===== src/rtl/uart_tx_fifo.sv =====
// rtl/uart_tx_fifo.sv - buffered 8N1 UART transmitter with byte FIFO
//
// Purpose:
//   Queues bytes from the core and serialises them on txd, 8 data bits,
//   no parity, one stop bit, LSB first, CLK_PER_BIT clocks per bit.
//   Queued bytes go out back-to-back with no idle gap between frames.
//
// Ports:
//   clk         system clock, rising edge
//   rst         asynchronous active-low reset
//   wr_data     byte to transmit
//   wr_valid    wr_data valid this cycle
//   wr_ready    FIFO not full (registered count, no path from the pop)
//   txd         registered serial output, idle high
//   busy        FIFO non-empty or a frame in progress
//   fifo_count  bytes queued, not counting the byte being shifted

module uart_tx_fifo #(
  parameter int CLK_PER_BIT = 5,
  parameter int FIFO_DEPTH  = 16
) (
  input  logic                         clk,
  input  logic                         rst,
  input  logic [7:0]                   wr_data,
  input  logic                         wr_valid,
  output logic                         wr_ready,
  output logic                         txd,
  output logic                         busy,
  output logic [$clog2(FIFO_DEPTH):0]  fifo_count
);

  localparam int AW = $clog2(FIFO_DEPTH);
  localparam int CW = AW + 1;
  localparam int TW = $clog2(CLK_PER_BIT);
  localparam logic [TW-1:0] T_LAST = TW'(CLK_PER_BIT - 1);
  localparam logic [CW-1:0] FULL   = CW'(FIFO_DEPTH);

  typedef enum logic [1:0] {
    S_IDLE,
    S_START,
    S_DATA,
    S_STOP
  } state_t;

  // FIFO storage and bookkeeping
  logic [7:0]    mem [FIFO_DEPTH];
  logic [AW-1:0] wr_ptr;
  logic [AW-1:0] rd_ptr;
  logic [CW-1:0] count;
  logic          fifo_empty;
  logic          push;
  logic          pop;

  // Serialiser
  state_t        state;
  state_t        state_n;
  logic [TW-1:0] timer;
  logic [TW-1:0] timer_n;
  logic [2:0]    idx;
  logic [2:0]    idx_n;
  logic [7:0]    sh;
  logic [7:0]    sh_n;
  logic          txd_q;
  logic          txd_n;
  logic          timer_end;

  assign fifo_empty = (count == '0);
  // Ready depends only on the registered count, so a full FIFO refuses a
  // write even on an edge where the serialiser pops.
  assign wr_ready   = (count != FULL);
  assign push       = wr_valid && wr_ready;
  assign fifo_count = count;
  assign txd        = txd_q;
  // Built from registered state only, so it cannot glitch inside a frame.
  assign busy       = (state != S_IDLE) || !fifo_empty;
  assign timer_end  = (timer == T_LAST);

  // Storage needs no reset: an entry is only read after it was written.
  always_ff @(posedge clk) begin
    if (push) begin
      mem[wr_ptr] <= wr_data;
    end
  end

  // Pointers wrap naturally because FIFO_DEPTH is a power of two.
  always_ff @(posedge clk or negedge rst) begin
    if (!rst) begin
      wr_ptr <= '0;
      rd_ptr <= '0;
      count  <= '0;
    end else begin
      if (push) begin
        wr_ptr <= wr_ptr + AW'(1);
      end
      if (pop) begin
        rd_ptr <= rd_ptr + AW'(1);
      end
      count <= count + CW'(push) - CW'(pop);
    end
  end

  always_ff @(posedge clk or negedge rst) begin
    if (!rst) begin
      state <= S_IDLE;
      timer <= '0;
      idx   <= '0;
      sh    <= '0;
      txd_q <= 1'b1;
    end else begin
      state <= state_n;
      timer <= timer_n;
      idx   <= idx_n;
      sh    <= sh_n;
      txd_q <= txd_n;
    end
  end

  always_comb begin
    state_n = state;
    timer_n = timer;
    idx_n   = idx;
    sh_n    = sh;
    txd_n   = txd_q;
    pop     = 1'b0;

    case (state)
      S_IDLE: begin
        txd_n = 1'b1;
        if (!fifo_empty) begin
          pop     = 1'b1;
          sh_n    = mem[rd_ptr];
          txd_n   = 1'b0;
          timer_n = '0;
          state_n = S_START;
        end
      end

      S_START: begin
        if (timer_end) begin
          timer_n = '0;
          idx_n   = '0;
          txd_n   = sh[0];
          state_n = S_DATA;
        end else begin
          timer_n = timer + TW'(1);
        end
      end

      S_DATA: begin
        if (timer_end) begin
          timer_n = '0;
          if (idx == 3'd7) begin
            txd_n   = 1'b1;
            state_n = S_STOP;
          end else begin
            // Drive the next bit straight from sh[1] so txd stays registered
            // while the shift register advances in the same edge.
            txd_n = sh[1];
            sh_n  = {1'b0, sh[7:1]};
            idx_n = idx + 3'd1;
          end
        end else begin
          timer_n = timer + TW'(1);
        end
      end

      S_STOP: begin
        if (timer_end) begin
          timer_n = '0;
          if (!fifo_empty) begin
            // Chain straight into the next start bit: no idle gap.
            pop     = 1'b1;
            sh_n    = mem[rd_ptr];
            txd_n   = 1'b0;
            state_n = S_START;
          end else begin
            state_n = S_IDLE;
          end
        end else begin
          timer_n = timer + TW'(1);
        end
      end

      default: begin
        txd_n   = 1'b1;
        timer_n = '0;
        state_n = S_IDLE;
      end
    endcase
  end

endmodule


===== config.mk =====
export PLATFORM = sky130hd
export DESIGN_NAME = uart_tx_fifo
export DESIGN_NICKNAME = d
export VERILOG_FILES = /design/src/rtl/uart_tx_fifo.sv
export SDC_FILE = /design/constraint.sdc
export NUM_CORES = 1
export LEC_CHECK = 0
export CAP_MARGIN = 5
export CORE_UTILIZATION = 55
export DETAILED_ROUTE_END_ITERATION = 10
export PLACE_DENSITY = 0.75
export REMOVE_ABC_BUFFERS = 1
export SLEW_MARGIN = 5
export SYNTH_ARGS = -nofsm -noshare
export SYNTH_HDL_FRONTEND = slang
export SYNTH_SLANG_ARGS = --single-unit
export TNS_END_PERCENT = 10

===== constraint.sdc =====
create_clock -name clk -period 2.8 [get_ports clk]
set_clock_uncertainty 0.05 [all_clocks]
set_input_delay 0.7 -clock clk [delete_from_list [all_inputs] [get_ports clk]]
set_output_delay 0.7 -clock clk [all_outputs]
set_load 0.02 [all_outputs]

; ---- Yosys cells after proc, flatten, opt, wreduce, memory -nomap -nowiden
; Memories as Yosys holds them, arrays and structs flattened.
; Cells that the tools add are included.
[op_classes]
n_eq_ne = 13
n_mux = 31
n_reduce_logical = 13
addsub = 6
[ops]
columns = operator, count
row1 = 8-bit 2-to-1 mux, 4
row2 = 8-bit case mux with 3 select lines, 1
row3 = 3-bit 2-to-1 mux, 5
row4 = 2-bit != test (second input constant), 7
row5 = 3-bit case mux with 2 select lines, 2
row6 = 4-bit AND reduction, 3
row7 = 1-bit 2-to-1 mux, 11
row8 = 2-bit 2-to-1 mux, 5
row9 = 4-bit by 1-bit adder with 4-bit output (second input constant), 2
row10 = 2-bit case mux with 4 select lines, 1
row11 = 3-bit by 1-bit adder with 3-bit output (second input constant), 2
row12 = 3-bit == test (second input constant), 2
row13 = 5-bit by 1-bit adder with 5-bit output, 1
row14 = 5-bit logical NOT, 1
row15 = 5-bit != test (second input constant), 1
row16 = 5-bit AND reduction, 1
row17 = 5-bit by 1-bit subtractor with 5-bit output, 1
row18 = 2-bit == test (second input constant), 2
row19 = 1-bit case mux with 4 select lines, 1
row20 = 2-bit nonzero test, 2
row21 = 3-bit nonzero test, 1
row22 = 3-bit OR reduction, 1
row23 = 2-bit by 1-bit == test with 1-bit output (second input constant), 1
row24 = 2-bit logical NOT, 1
row25 = 4 further kinds, 4
[word_totals]
ff_bits = 30
ram_bits = 128
elab_cells = 72
n_memories = 1
[mem_list]
columns = memory, words, width, read_ports, rd_ports_with_merged_regs, wr, line
row1 = mem, 16, 8, 1, 0, 1, 46  ; logic [7:0] mem [FIFO_DEPTH];

; ---- Depth between registers and ports, before layout
; Gate-level depths: netlist of the first run.
[logic_depth]
ltp_word = 5
mapped_depth = 16
ltp_nobuf = 15

; ---- Worst setup path after synthesis of the first run
; OpenSTA, ideal clock, no wires.
[synth_timing]
path_kind = register to register
from = register count[2], in the netlist fifo_count[2]
to = register count[4], in the netlist fifo_count[4]
n_path_buf = 1
t_required_ns = 2.625
synth_period_minus_slack_ns = 2.859
setup_slack_ns = -0.059
path_stages_with_launch = 17
arrival_ns = 2.684
path_cell_list = dfrtp_1 > inv_1 > ha_1 > nand3_1 > and2_1 > clkbuf_1 > inv_1 > ha_1 > inv_1 > ha_1 > inv_1 > fa_1 > inv_1 > a21oi_1 > nor2_1 > nor2_1 > xnor2_1
[synth_between]
word_cells_on_any_way = 8
cone_classes = add/sub: 2 / eq/ne: 1 / mux: 3 / reduce/logical: 2
[synth_rtl]
columns = element, line
row1 = from (decl), 49  ; logic [CW-1:0] count;
row2 = from (signal assigned), 98  ; count <= count + CW'(push) - CW'(pop);
row3 = 5-bit != test, 70  ; assign wr_ready = (count != FULL);
row4 = net wr_ready, 26  ; output logic wr_ready,
row5 = 1-bit logical AND, 71  ; assign push = wr_valid && wr_ready;
row6 = 5-bit by 1-bit adder with 5-bit output, 98
row7 = 5-bit by 1-bit subtractor with 5-bit output, 98
; The timed path passes the listed nets, and every way through them passes these cells.
; A chain may end at the register's enable or synchronous reset.

; ---- Worst setup path after layout of the first run
[layout_timing]
from = register count[3], in the netlist fifo_count[3]
to = output port busy
[layout_between]
elab_chain_len = 3
[layout_lines]
columns = element, line
row1 = 5-bit logical NOT, 67  ; assign fifo_empty = (count == '0);
row2 = 1-bit logical NOT, --
row3 = 1-bit logical OR, 75  ; assign busy = (state != S_IDLE) || !fifo_empty;
row4 = to (decl), 28  ; output logic busy,
; Every way passes these cells.

==> summary.txt, run 1 <==
Synth
  • Synth warn: 0
  • Area of the mapped netlist: 6770 um^2
  • Proportion of register bits with asynchronous set or reset after synthesis: 19.0%
  • Count of mapped cells out of synthesis: 417
  • Post-synthesis sequential element count: 158
  • Seq/Total Area, Yosys: 67.9%
  • Number of flops mapped to enable cells by yosys: 128
  • Post-synthesis area per instance: 16.2 um^2
  • Top FF cell, synth: sky130_fd_sc_hd__edfxtp_1
  • Number of library cell types mapped by synthesis: 48

Critical path
  • Worst reg-to-reg path cell count: 15
  • Critical Setup Path Class: flip-flop to output pin
  • Critical path depth in cells: 6
  • Top Family by Delay on Critical Path: simple AND/OR/NAND/NOR gates
  • Reg-to-reg endpoint: fifo_count[4]
  • Cell with the biggest individual delay on the critical path: sky130_fd_sc_hd__dfrtp_1
  • Timing startpoint of the critical path: fifo_count[3]
  • CP Cell Sequence: inv_1, ha_1, nor4b_4, and2_4, inv_1, dlygate4sd2_1
  • Critical path destination: busy
  • Kind of capture point of the worst setup path: output pin
  • Required time of the worst setup path: 2050 ps
  • Worst Path Max Fanout: 3
  • Startpoint of the most critical register-to-register path: timer[0]
  • Cell type with the highest occurrence count on the critical path: sky130_fd_sc_hd__inv_1
  • Count of buffer and inverter cells on the critical path: 3
  • Setup slack of the worst register-to-register path: 180 ps
  • Startpoint class of the critical path: flip-flop
  • Peak per-stage delay on the critical path: 400 ps
  • Critical path arrival: 1920 ps

Routing
  • ANT nets after route: 0
  • Vias post-DR: 3665
  • # DRC: 0
  • Overall routed net length: 12400 um
  • DRC violation total after the first TritonRoute iteration: 319
  • Drt wl/cell: 20.0 um
  • Routed vias/inst: 5.90
  • Pre-Repair DR Iteration Count: 5

Floorplan
  • Number of cell rows: 40
  • DIE HEIGHT: 113 um
  • Effective utilization at floorplan: 56.4%
  • # IOs: 19
  • Area of the core: 12000 um^2
  • DIE WIDTH: 113 um
  • Die outline area: 12800 um^2

Timing
  • Post-layout min period: 2670 ps
  • Relative slew margins: 56.4%
  • Unrepaired setup endpoints after global routing: true
  • Fin. Hold Viols: 0
  • Fin Hold WS: 459 ps
  • Total setup violations reported at the end of the flow: 0
  • Summed negative setup slack over all endpoints: 0 ps
  • Pin slew with the least headroom to its limit: 653 ps
  • Fmax: 375 MHz
  • Fin crit share: 95.3%
  • Total count of max-transition violations in the final report: 0

Clock network
  • CTS clk-pin slew, worst paths: 60 ps
  • Clock root buffer: sky130_fd_sc_hd__clkbuf_16
  • H-tree depth: 4
  • Number of buffers on the longest clock path: 2
  • Latest clock arrival within the worst-skew pair: 410 ps
  • CTS Buf Count: 17
  • TritonCTS clock tree: yes
  • Setup repair bufs after CTS: 0
  • Total of hold buffers inserted after clock tree synthesis: 0
  • Number of clock sinks seen by CTS: 158

Finish
  • Fraction of layout instances using a drive strength above 1: 16.0%
  • Total area of multi-input combinational cells: 1990 um^2
  • Count of filler cells inserted in the layout: 825
  • Area overhead of the layout relative to synthesis: 15.1%
  • Antenna cell count: 0
  • Nets: 495
  • Area used by sequential logic in the layout: 4600 um^2

Job
  • Number of maximum-capacitance constraint violations: 0

Hold path
  • Hold Crit Start: timer[1]
  • Min-delay worst type: flip-flop to flip-flop

Global route
  • Maximum number of pins on one net before global-route repair: 31
  • Wire length of the first global-routing pass: 19900 um
  • Vias in the first global route: 3703
  • Total global routing overflow: 0
  • Antenna violations before repair: 0
  • Total Routing Usage GR: 21.6%

Placed design
  • Gp weighted congestion: 0.779
  • IO buf count: 18
  • Detailed Place HPWL: 8290 um

Pwr
  • Cell area power density: 765 nW/um^2
  • Cell leakage power: 2.78 nW
  • Peak ir drop on the vdd network: 0.632 mV

Outcome
  • Outcome: complete, no violations
synthesized netlist by cell type, types with 3 or more instances:
cell type / count / share of area (%)
sky130_fd_sc_hd__edfxtp_1: 128 / 57
sky130_fd_sc_hd__dfrtp_1: 29 / 11
sky130_fd_sc_hd__nor2_1: 28 / 1.6
sky130_fd_sc_hd__mux2i_1: 27 / 4.0
sky130_fd_sc_hd__nand2_1: 23 / 1.3
sky130_fd_sc_hd__ha_1: 20 / 3.7
sky130_fd_sc_hd__inv_1: 18 / 1.0
sky130_fd_sc_hd__a22oi_1: 13 / 1.4
sky130_fd_sc_hd__mux4_1: 12 / 4.7
sky130_fd_sc_hd__a21oi_1: 11 / 0.81
sky130_fd_sc_hd__mux4_2: 8 / 2.7
sky130_fd_sc_hd__xnor2_1: 8 / 1.0
sky130_fd_sc_hd__a31oi_1: 7 / 0.65
sky130_fd_sc_hd__clkbuf_1: 7 / 0.39
sky130_fd_sc_hd__nor3_1: 7 / 0.52
sky130_fd_sc_hd__o21ai_0: 6 / 0.44
sky130_fd_sc_hd__o22ai_1: 6 / 0.55
sky130_fd_sc_hd__or3_1: 6 / 0.55
sky130_fd_sc_hd__a22o_1: 4 / 0.52
sky130_fd_sc_hd__buf_2: 4 / 0.30
sky130_fd_sc_hd__mux2_2: 4 / 0.67
sky130_fd_sc_hd__a21o_1: 3 / 0.33
sky130_fd_sc_hd__and2_1: 3 / 0.28
sky130_fd_sc_hd__buf_4: 3 / 0.33
sky130_fd_sc_hd__buf_6: 3 / 0.50
sky130_fd_sc_hd__nand2b_1: 3 / 0.28
worst register-to-register path, cell delays in order (launching register included):
cell	delay [ps]
sky130_fd_sc_hd__dfrtp_1	400
sky130_fd_sc_hd__inv_1	70
sky130_fd_sc_hd__ha_1	250
sky130_fd_sc_hd__and2_1	170
sky130_fd_sc_hd__a21oi_1	180
sky130_fd_sc_hd__nor3_2	70
sky130_fd_sc_hd__ha_1	270
sky130_fd_sc_hd__inv_1	60
sky130_fd_sc_hd__ha_1	150
sky130_fd_sc_hd__inv_1	50
sky130_fd_sc_hd__fa_1	370
sky130_fd_sc_hd__inv_1	70
sky130_fd_sc_hd__a21oi_1	70
sky130_fd_sc_hd__nor2_1	100
sky130_fd_sc_hd__nor2_1	60
sky130_fd_sc_hd__xnor2_1	120
sequential cells by signal (all words and copies together) (netlist names):
name and cells:
rd_ptr 4, wr_ptr 4, timer 3, mem 128
txd 1, fifo_count 5, idx 3, state 2
sh 8
stage by stage:
stage                     total power [mW]  worst slack [ps]  instance area (um^2)  utilization [%]  instances
after floorplan                       3.49             0.439                  6640                -        398
after global placement                3.79              38.3                  7230             60.2        591
after detailed placement              3.85             -44.0                  7230             60.2        591
after CTS                             5.99              97.0                  7780             64.8        621
after global routing                  6.19             -7.94                  7790             64.9        621
final                                 5.96               131                  7790             64.9        621
how the worst min path moves through the flow:
stage                     to  slack (ps)  cells past startpoint
2_1_floorplan  fifo_count[0]         350                      0
3_3_place_gp        timer[1]         440                      2
3_5_place_dp        timer[1]         450                      2
4_1_cts             timer[1]         460                      2
5_1_grt             timer[1]         500                      2
6_report            timer[1]         460                      2
per-layer routing:
| layer | routed length [um] | GRT usage (%) |
|---|---|---|
| met1 | 5200 | 27.2 |
| met3 | 693 | 5.57 |
| met4 | 269 | 9.65 |
| met5 | 0 | 0 |
| met2 | 6280 | 35.6 |
power by group:
part | switching, mW | total, mW | leakage, nW | internal, mW
clock network | 0.861 | 2.16 | 0.258 | 1.30
logic | 0.475 | 0.850 | 1.02 | 0.376
registers | 0.141 | 2.95 | 1.51 | 2.81
total | 1.48 | 5.96 | 2.78 | 4.48
what timing repair did:
action                                  4_1_cts  5_1_grt
pin swaps                                     0        0
resized for setup                             1        2
endpoints found under the setup margin        1        1
logic make-up after synthesis:
kind of cell / synth area share, %
flip-flops: 67.9
AND/OR/NAND/NOR: 5.88
AO/OA/AOI/OAI: 6.12
multiplexers: 12.0
buffers and inverters: 2.86
adder cells (fa/ha/maj): 3.99
XOR/XNOR: 1.29
cell usage in the layout (no fill, tap or decap), types with 6 or more instances in the layout:
cell type                         Yosys  final
sky130_fd_sc_hd__ha_1                20     20
sky130_fd_sc_hd__clkdlybuf4s50_1      0     17
sky130_fd_sc_hd__a21oi_1             11     11
sky130_fd_sc_hd__o22ai_1              6      6
sky130_fd_sc_hd__a31oi_1              7      7
sky130_fd_sc_hd__xnor2_1              8      8
sky130_fd_sc_hd__inv_1               18     18
sky130_fd_sc_hd__clkbuf_16            0     17
sky130_fd_sc_hd__nor2_1              28     28
sky130_fd_sc_hd__nand2_1             23     23
sky130_fd_sc_hd__mux2i_1             27     27
sky130_fd_sc_hd__a22oi_1             13     13
sky130_fd_sc_hd__edfxtp_1           128    128
sky130_fd_sc_hd__or3_1                6      6
sky130_fd_sc_hd__mux4_2               8      8
sky130_fd_sc_hd__nor3_1               7      6
sky130_fd_sc_hd__mux4_1              12     12
sky130_fd_sc_hd__dfrtp_1             29     28
sky130_fd_sc_hd__buf_4                3     27
sky130_fd_sc_hd__o21ai_0              6      6
final cells by class:
type | instances | area share [%]
clock inverters | 11 | 1.56
multi-input cells | 222 | 25.5
repair buffers | 46 | 5.15
inverters | 18 | 0.867
well taps | 147 | 2.36
clock buffers | 19 | 5.56
flip-flops and latches | 158 | 59.0
No activity file was read; power rests on OpenSTA's default activity.
==> run 2, diff against run 1 <==
- SLEW_MARGIN: 5 -> 20
==> results of run 2 <==
No change in the layout: final DEF, timing and power equal those of run 1.
